## src/rtl/imem_pkg.sv

```systemverilog
// -----------------------------------------------------------------------------
// imem_pkg
// Shared types and constants for the instruction-memory arbiter slice.
//   - imem_state_e : arbiter FSM state (LOAD while the program is loaded,
//                    RUN once the core is released)
//   - NOP_INST     : instruction returned for a misaligned fetch
//   - DEF_*        : default widths / starvation limit used by the top
//   - is_misaligned: word-alignment test on the two low PC bits
// -----------------------------------------------------------------------------
package imem_pkg;

    typedef enum logic [0:0] {
        ST_LOAD = 1'b0,
        ST_RUN  = 1'b1
    } imem_state_e;

    localparam logic [31:0] NOP_INST = 32'h0000_0013;

    localparam int DEF_PC_WIDTH   = 32;
    localparam int DEF_INST_WIDTH = 32;
    localparam int DEF_ADDR_WIDTH = 9;
    localparam int DEF_STARVE_MAX = 4;

    // A fetch PC is misaligned when either of its two low bits is set.
    function automatic logic is_misaligned(input logic [1:0] pc_lsb);
        return (pc_lsb != 2'b00);
    endfunction

endpackage

```

## src/rtl/imem_starve_cnt.sv

```systemverilog
// -----------------------------------------------------------------------------
// imem_starve_cnt
// Saturating count of consecutive cycles a loader request has waited without
// a grant. force_slot is raised once the count reaches STARVE_MAX so that the
// arbiter hands the loader the next slot even while fetch keeps requesting.
// Ports:
//   clk, rst   : clock, synchronous active-high reset
//   ld_req     : loader request
//   ld_gnt     : loader grant issued this cycle
//   force_slot : count has reached STARVE_MAX
// -----------------------------------------------------------------------------
module imem_starve_cnt #(
    parameter int STARVE_MAX = 4
) (
    input  logic clk,
    input  logic rst,
    input  logic ld_req,
    input  logic ld_gnt,
    output logic force_slot
);

    // Extra headroom keeps the width non-zero even for STARVE_MAX = 0.
    localparam int CNT_W = $clog2(STARVE_MAX + 2);
    localparam logic [CNT_W-1:0] MAX_C = CNT_W'(STARVE_MAX);

    logic [CNT_W-1:0] cnt_r;

    // Wait counter: clears on a grant or when the request drops, saturates at MAX_C.
    always_ff @(posedge clk) begin
        if (rst) begin
            cnt_r <= {CNT_W{1'b0}};
        end else if (ld_gnt || !ld_req) begin
            cnt_r <= {CNT_W{1'b0}};
        end else if (cnt_r != MAX_C) begin
            cnt_r <= cnt_r + {{(CNT_W-1){1'b0}}, 1'b1};
        end else begin
            cnt_r <= cnt_r;
        end
    end

    assign force_slot = (cnt_r == MAX_C);

endmodule

```

## src/rtl/imem_arbiter.sv

```systemverilog
// -----------------------------------------------------------------------------
// imem_arbiter
// Shares the single-port instruction RAM between the fetch stage (reads) and
// the boot/debug loader (writes). The core is held in LOAD until the loader
// signals ld_done; afterwards fetch has priority in RUN. Misaligned fetch PCs
// do not touch the RAM and return a NOP flagged with fetch_misalign.
//
// Optional build macro: IMEM_ARB_STARVE_EN
//   defined   - a loader request waiting STARVE_MAX cycles in RUN is forced a slot
//   undefined - the loader is only served in RUN when fetch_req is low
//
// Ports:
//   clk, rst                   : clock, synchronous active-high reset
//   fetch_req/fetch_pc         : fetch read request and byte PC
//   fetch_gnt                  : fetch accepted this cycle (combinational)
//   fetch_valid/inst/misalign  : response, one cycle after fetch_gnt
//   ld_req/ld_addr/ld_data     : loader write request, byte address, data
//   ld_gnt                     : write accepted this cycle (combinational)
//   ld_done                    : loader finished, releases the core
//   cpu_run                    : core released (FSM in RUN)
//   mem_en/we/addr/wdata       : RAM port, combinational with the grant
//   mem_rdata                  : RAM read data, one cycle after a read
// -----------------------------------------------------------------------------
module imem_arbiter
    import imem_pkg::*;
#(
    parameter int PC_WIDTH   = DEF_PC_WIDTH,
    parameter int INST_WIDTH = DEF_INST_WIDTH,
    parameter int ADDR_WIDTH = DEF_ADDR_WIDTH,
    parameter int STARVE_MAX = DEF_STARVE_MAX
) (
    input  logic                  clk,
    input  logic                  rst,
    input  logic                  fetch_req,
    input  logic [PC_WIDTH-1:0]   fetch_pc,
    output logic                  fetch_gnt,
    output logic                  fetch_valid,
    output logic [INST_WIDTH-1:0] fetch_inst,
    output logic                  fetch_misalign,
    input  logic                  ld_req,
    input  logic [PC_WIDTH-1:0]   ld_addr,
    input  logic [INST_WIDTH-1:0] ld_data,
    output logic                  ld_gnt,
    input  logic                  ld_done,
    output logic                  cpu_run,
    output logic                  mem_en,
    output logic                  mem_we,
    output logic [ADDR_WIDTH-1:0] mem_addr,
    output logic [INST_WIDTH-1:0] mem_wdata,
    input  logic [INST_WIDTH-1:0] mem_rdata
);

    localparam logic [INST_WIDTH-1:0] NOP_W = INST_WIDTH'(NOP_INST);

    imem_state_e           state_r;
    imem_state_e           state_next_s;
    logic                  fetch_gnt_s;
    logic                  ld_gnt_s;
    logic                  force_s;
    logic                  misalign_s;
    logic                  valid_r;
    logic                  misalign_r;
    logic [INST_WIDTH-1:0] hold_r;
    logic [INST_WIDTH-1:0] resp_inst_s;
    logic                  unused_addr_bits_s;

`ifdef IMEM_ARB_STARVE_EN
    imem_starve_cnt #(
        .STARVE_MAX (STARVE_MAX)
    ) u_starve_cnt (
        .clk        (clk),
        .rst        (rst),
        .ld_req     (ld_req),
        .ld_gnt     (ld_gnt_s),
        .force_slot (force_s)
    );
`else
    localparam int unused_starve_max = STARVE_MAX;
    assign force_s = 1'b0;
`endif

    // Address bits above the RAM depth wrap; loader byte offset is ignored.
    assign unused_addr_bits_s = ^{fetch_pc[PC_WIDTH-1:ADDR_WIDTH+2],
                                  ld_addr[PC_WIDTH-1:ADDR_WIDTH+2],
                                  ld_addr[1:0]};

    assign misalign_s = is_misaligned(fetch_pc[1:0]);

    // Next-state and grant selection; at most one grant per cycle.
    always_comb begin
        state_next_s = state_r;
        fetch_gnt_s  = 1'b0;
        ld_gnt_s     = 1'b0;
        case (state_r)
            ST_LOAD: begin
                // Fetch is ignored here, not queued.
                ld_gnt_s = ld_req;
                if (ld_done) begin
                    state_next_s = ST_RUN;
                end else begin
                    state_next_s = ST_LOAD;
                end
            end
            ST_RUN: begin
                if (fetch_req && !force_s) begin
                    fetch_gnt_s = 1'b1;
                end else begin
                    ld_gnt_s = ld_req;
                end
            end
            default: begin
                state_next_s = ST_LOAD;
            end
        endcase
    end

    // RAM port drive; a misaligned fetch is granted but leaves the RAM idle.
    always_comb begin
        mem_en    = 1'b0;
        mem_we    = 1'b0;
        mem_addr  = fetch_pc[ADDR_WIDTH+1:2];
        mem_wdata = {INST_WIDTH{1'b0}};
        if (ld_gnt_s) begin
            mem_en    = 1'b1;
            mem_we    = 1'b1;
            mem_addr  = ld_addr[ADDR_WIDTH+1:2];
            mem_wdata = ld_data;
        end else if (fetch_gnt_s && !misalign_s) begin
            mem_en    = 1'b1;
        end else begin
            mem_en    = 1'b0;
        end
    end

    // FSM state and fetch response tracking; reset drops any in-flight read.
    always_ff @(posedge clk) begin
        if (rst) begin
            state_r    <= ST_LOAD;
            valid_r    <= 1'b0;
            misalign_r <= 1'b0;
            hold_r     <= {INST_WIDTH{1'b0}};
        end else begin
            state_r    <= state_next_s;
            valid_r    <= fetch_gnt_s;
            misalign_r <= fetch_gnt_s & misalign_s;
            if (valid_r) begin
                hold_r <= resp_inst_s;
            end else begin
                hold_r <= hold_r;
            end
        end
    end

    // RAM data arrives the cycle after the read, so the response mux is live
    // while valid and the hold register keeps it stable afterwards.
    assign resp_inst_s    = misalign_r ? NOP_W : mem_rdata;
    assign fetch_inst     = valid_r ? resp_inst_s : hold_r;
    assign fetch_valid    = valid_r;
    assign fetch_misalign = misalign_r;
    assign fetch_gnt      = fetch_gnt_s;
    assign ld_gnt         = ld_gnt_s;
    assign cpu_run        = (state_r == ST_RUN);

endmodule

```

## config.mk

```make
export PLATFORM = sky130hd
export DESIGN_NAME = imem_arbiter
export DESIGN_NICKNAME = d
export VERILOG_FILES = /design/src/rtl/imem_pkg.sv /design/src/rtl/imem_starve_cnt.sv /design/src/rtl/imem_arbiter.sv
export SDC_FILE = /design/constraint.sdc
export NUM_CORES = 1
export LEC_CHECK = 0
export CAP_MARGIN = 20
export CORE_ASPECT_RATIO = 0.5
export CORE_UTILIZATION = 25
export DETAILED_ROUTE_END_ITERATION = 10
export GPL_TIMING_DRIVEN = 0
export HOLD_SLACK_MARGIN = 0.15
export PLACE_DENSITY = 0.74
export SLEW_MARGIN = 20
export SYNTH_ARGS = -nofsm -noshare
export SYNTH_HDL_FRONTEND = slang
export SYNTH_SLANG_ARGS = --single-unit
```

## constraint.sdc

```tcl
create_clock -name clk -period 1.9 [get_ports clk]
set_clock_uncertainty 0.1 [all_clocks]
set_input_delay 0.38 -clock clk [delete_from_list [all_inputs] [get_ports clk]]
set_output_delay 0.38 -clock clk [all_outputs]
set_load 0.03 [all_outputs]
```

==> metrics.md <==
| Metric | Value |
|---|---|
| Status | `complete, but fails checks` |
| Failing checks | `design-rule violations, negative setup slack` |
| Vias in the first global route | `2229` |
| Post-Syn Area | `1893 sq um` |
| Core outline area | `approximately 7000 sq um` |
| Register bit total from synthesis | `35` |
| Final setup fails | `9` |
| PwrDens | `614.7 nW/um^2` |
| Total GRT Usage | `17.43%` |
| Hold Crit Start | `rst` |
| Chip height | `63.53 um` |
| RSZ-0062 raised after global routing | `yes` |
| Critical path origin | `cpu_run` |
| Largest net degree at the start of global routing | `12` |
| Port buffer count | `167` |
| CTS buffer count | `5` |
| Fill cell count | `680` |
| Worst stage delay on the critical path | `0.35 ns` |
| Die width | `approximately 130 um` |
| Worst R2R Start | `fetch_valid` |
| Htree depth | `2` |
| Sw frac | `29.33%` |
| Sequential share of the synthesized area | `37.01%` |
| Max cap viols | `0` |
| Starting density of the core | `between 20% and 30%` |
| # diodes | `0` |
| I/O pin cnt | `213` |
| Clk_lat worst skew | `0.27 ns` |
| CTS tree | `yes` |
| Setup crit end kind | `output pin` |
| Clock slew at reported path FFs | `0.05 ns` |
| Final hold viol count | `0` |
| Slew @ Worst Pin | `around 0.49 ns` |
| Fmax | `508.3 MHz` |
| Max Root-Sink Buffers | `2` |
| Flop-to-flop setup slack | `0.79 ns` |
| CP max FO | `7` |
| Worst EP arrival | `1.49 ns` |
| Wire per inst | `13.25 um` |
| Via count | `roughly 2200` |
| Area leader, netlist | `dfxtp_1` |
| Global route total overflow | `0` |
| Top delay family on crit path | `buffers and inverters` |
| DRT Pass-1 Iters | `7` |
| Commonest cells after routing, fill and taps aside | `clkdlybuf4s50_1, buf_2, dfxtp_1` |
| Post-Syn Instances | `about 230` |
| Final WL | `6.703 mm` |
| Slowest stage cell, crit path | `dfxtp_4` |
| Synthesis Warnings | `0` |
| Rel. slew slack | `67.62%` |
| Seq pwr share | `33.4%` |
| Iteration-0 DRC Markers | `68` |
| Reg2Reg Depth | `4` |
| Worst reg2reg path endpoint | `hold_r[4]` |
| Combinational fraction of design power | `about a third` |
| Hold Buf Count CTS | `0` |
| Netlist cell types | `20` |
| Layout cells sized above 1 | `28.99%` |
| First-pass GRT wire length | `10.93 mm` |
| Top post-synthesis cells by area | `dfxtp_1, nand3b_1, and2_1` |
| Slew Limit Fails | `0` |
| Final Worst Setup Slack | `-0.06740 ns` |
| Final ANT Viol Nets | `0` |
| Buf+Inv Stages, Crit Path | `3` |
| Via density | `4.312` |
| Die area | `7945 sq um` |
| Critical Path RT | `1.42 ns` |
| Lkg Pwr | `roughly 1.8 nW` |
| Placer Congestion | `0.8141` |
| Critical-path cell list | `a21boi_4 -> buf_12 -> buf_8 -> mux2_4 -> buf_6` |
| # clock sinks | `35` |
| Hold Path Class | `input pin to flop` |
| Worst vdd ir | `approximately 0.34 mV` |
| CP Launch Type | `flop` |
| Initial antenna violation count | `0` |
| Root Buffer | `clkbuf_16` |
| Post-DP HPWL | `5.284 mm` |
| Pwr Total | `approximately 2.3 mW` |
| Syn Area/Cell | `8.125 sq um` |
| Tmin final | `between 1.5 and 2 ns` |
| Crit path depth | `5` |
| Clock power frac | `33.8%` |
| Crit share post-route | `103.5%` |
| Share of the synthesized area in the top cell type | `37.01%` |
| Sw power | `0.6725 mW` |
| Drt drc | `2` |
| Crit Path Category | `flop to output pin` |
| Synthesized net count | `366` |
| Fin nets | `546` |
| Core Rows | `21` |
| Most common cell after layout, fill and taps aside | `clkdlybuf4s50_1` |
| Internal | `1.620 mW` |
| Crit path to | `mem_addr[4]` |
| Finished Core Util | `53.37%` |
| Area Overhead vs Synth | `97.03%` |
-- sequential cells by signal (all words and copies together) (netlist names) --
register and cells:
cpu_run 1, hold_r 32, fetch_valid 1, fetch_misalign 1
-- power groups by stage --
stage,sequential (mW),clock (mW),combinational (mW)
6_report,0.765,0.774,0.754
5_1_grt,0.767,0.831,0.798
4_1_cts,0.765,0.793,0.743
3_5_place_dp,0.782,0,0.766
3_3_place_gp,0.781,0,0.763
2_1_floorplan,0.785,0,0.360
-- stage by stage --
step	std cells	TNS, ns	worst slack [ns]	instance area, sq um	hold WS (ns)
final	506	-0.4465	-0.06740	3730	0.2765
after global routing	506	-0.7989	-0.1070	3730	0.2950
after CTS	505	-0.5494	-0.07814	3686	0.2709
after detailed placement	492	-43.60	-0.8465	3684	0.3680
after global placement	492	-42.21	-0.8171	3684	0.3644
after floorplan	233	0	0.01864	1897	0.3549
-- synth_stat cells --
| library cell | number |
|---|---|
| a211oi_1 | 3 |
| a21boi_4 | 1 |
| a21oi_1 | 32 |
| a31o_2 | 1 |
| and2_1 | 32 |
| buf_2 | 7 |
| buf_4 | 1 |
| buf_6 | 1 |
| clkbuf_1 | 8 |
| clkbuf_2 | 2 |
| dfxtp_1 | 35 |
| inv_1 | 4 |
| mux2_2 | 3 |
| mux2_4 | 6 |
| nand2_1 | 30 |
| nand2b_1 | 29 |
| nand3b_1 | 29 |
| nor2_1 | 7 |
| nor2b_1 | 1 |
| nor3_1 | 1 |
-- layout make-up --
class	count	area, sq um	share of cell area, %
flip-flops and latches	35	704.4	18.89
inverters	4	15.01	0.4025
clock inverters	2	12.51	0.3355
well taps	92	115.1	3.086
multi-input cells	175	1106	29.65
repair buffers	173	1479	39.65
clock buffers	6	128.9	3.455
plain buffers	19	168.9	4.529
-- repair_timing --
| action | CTS | global route |
|---|---|---|
| endpoints found under the setup margin | 78 | 55 |
| gates cloned | 1 | 0 |
| gates resized for setup | 423 | 56 |
| buffers inserted | 4 | 1 |
| pin swaps | 1 | 0 |
-- worst min-delay path by stage --
stage / to / depth (start not counted)
after detailed placement: hold_r[20] / 2
after CTS: hold_r[18] / 2
after global placement: hold_r[30] / 2
after global routing: hold_r[18] / 2
final: hold_r[18] / 2
after floorplan: hold_r[31] / 2
-- kinds of logic (layout without fill, tap and decap cells) --
kind of cell | Yosys count | count (layout) | share of synthesized area (%)
DFF | 35 | 35 | 37.01
AOI/OAI and AO/OA | 37 | 37 | 11.10
and+or+nand+nor | 129 | 129 | 39.59
buffers and inverters | 23 | 204 | 5.750
muxes | 9 | 9 | 6.543
-- layer usage --
metal / GRT usage [%] / up-vias / wire length [um]
met5: 0 / - / 0
met4: 5.030 / 0 / 72
met3: 2.974 / 8 / 200
met2: 33.10 / 49 / 3569
met1: 20.18 / 999 / 2861
li1: - / 1126 / -
No activity file was read; power rests on OpenSTA's default activity.
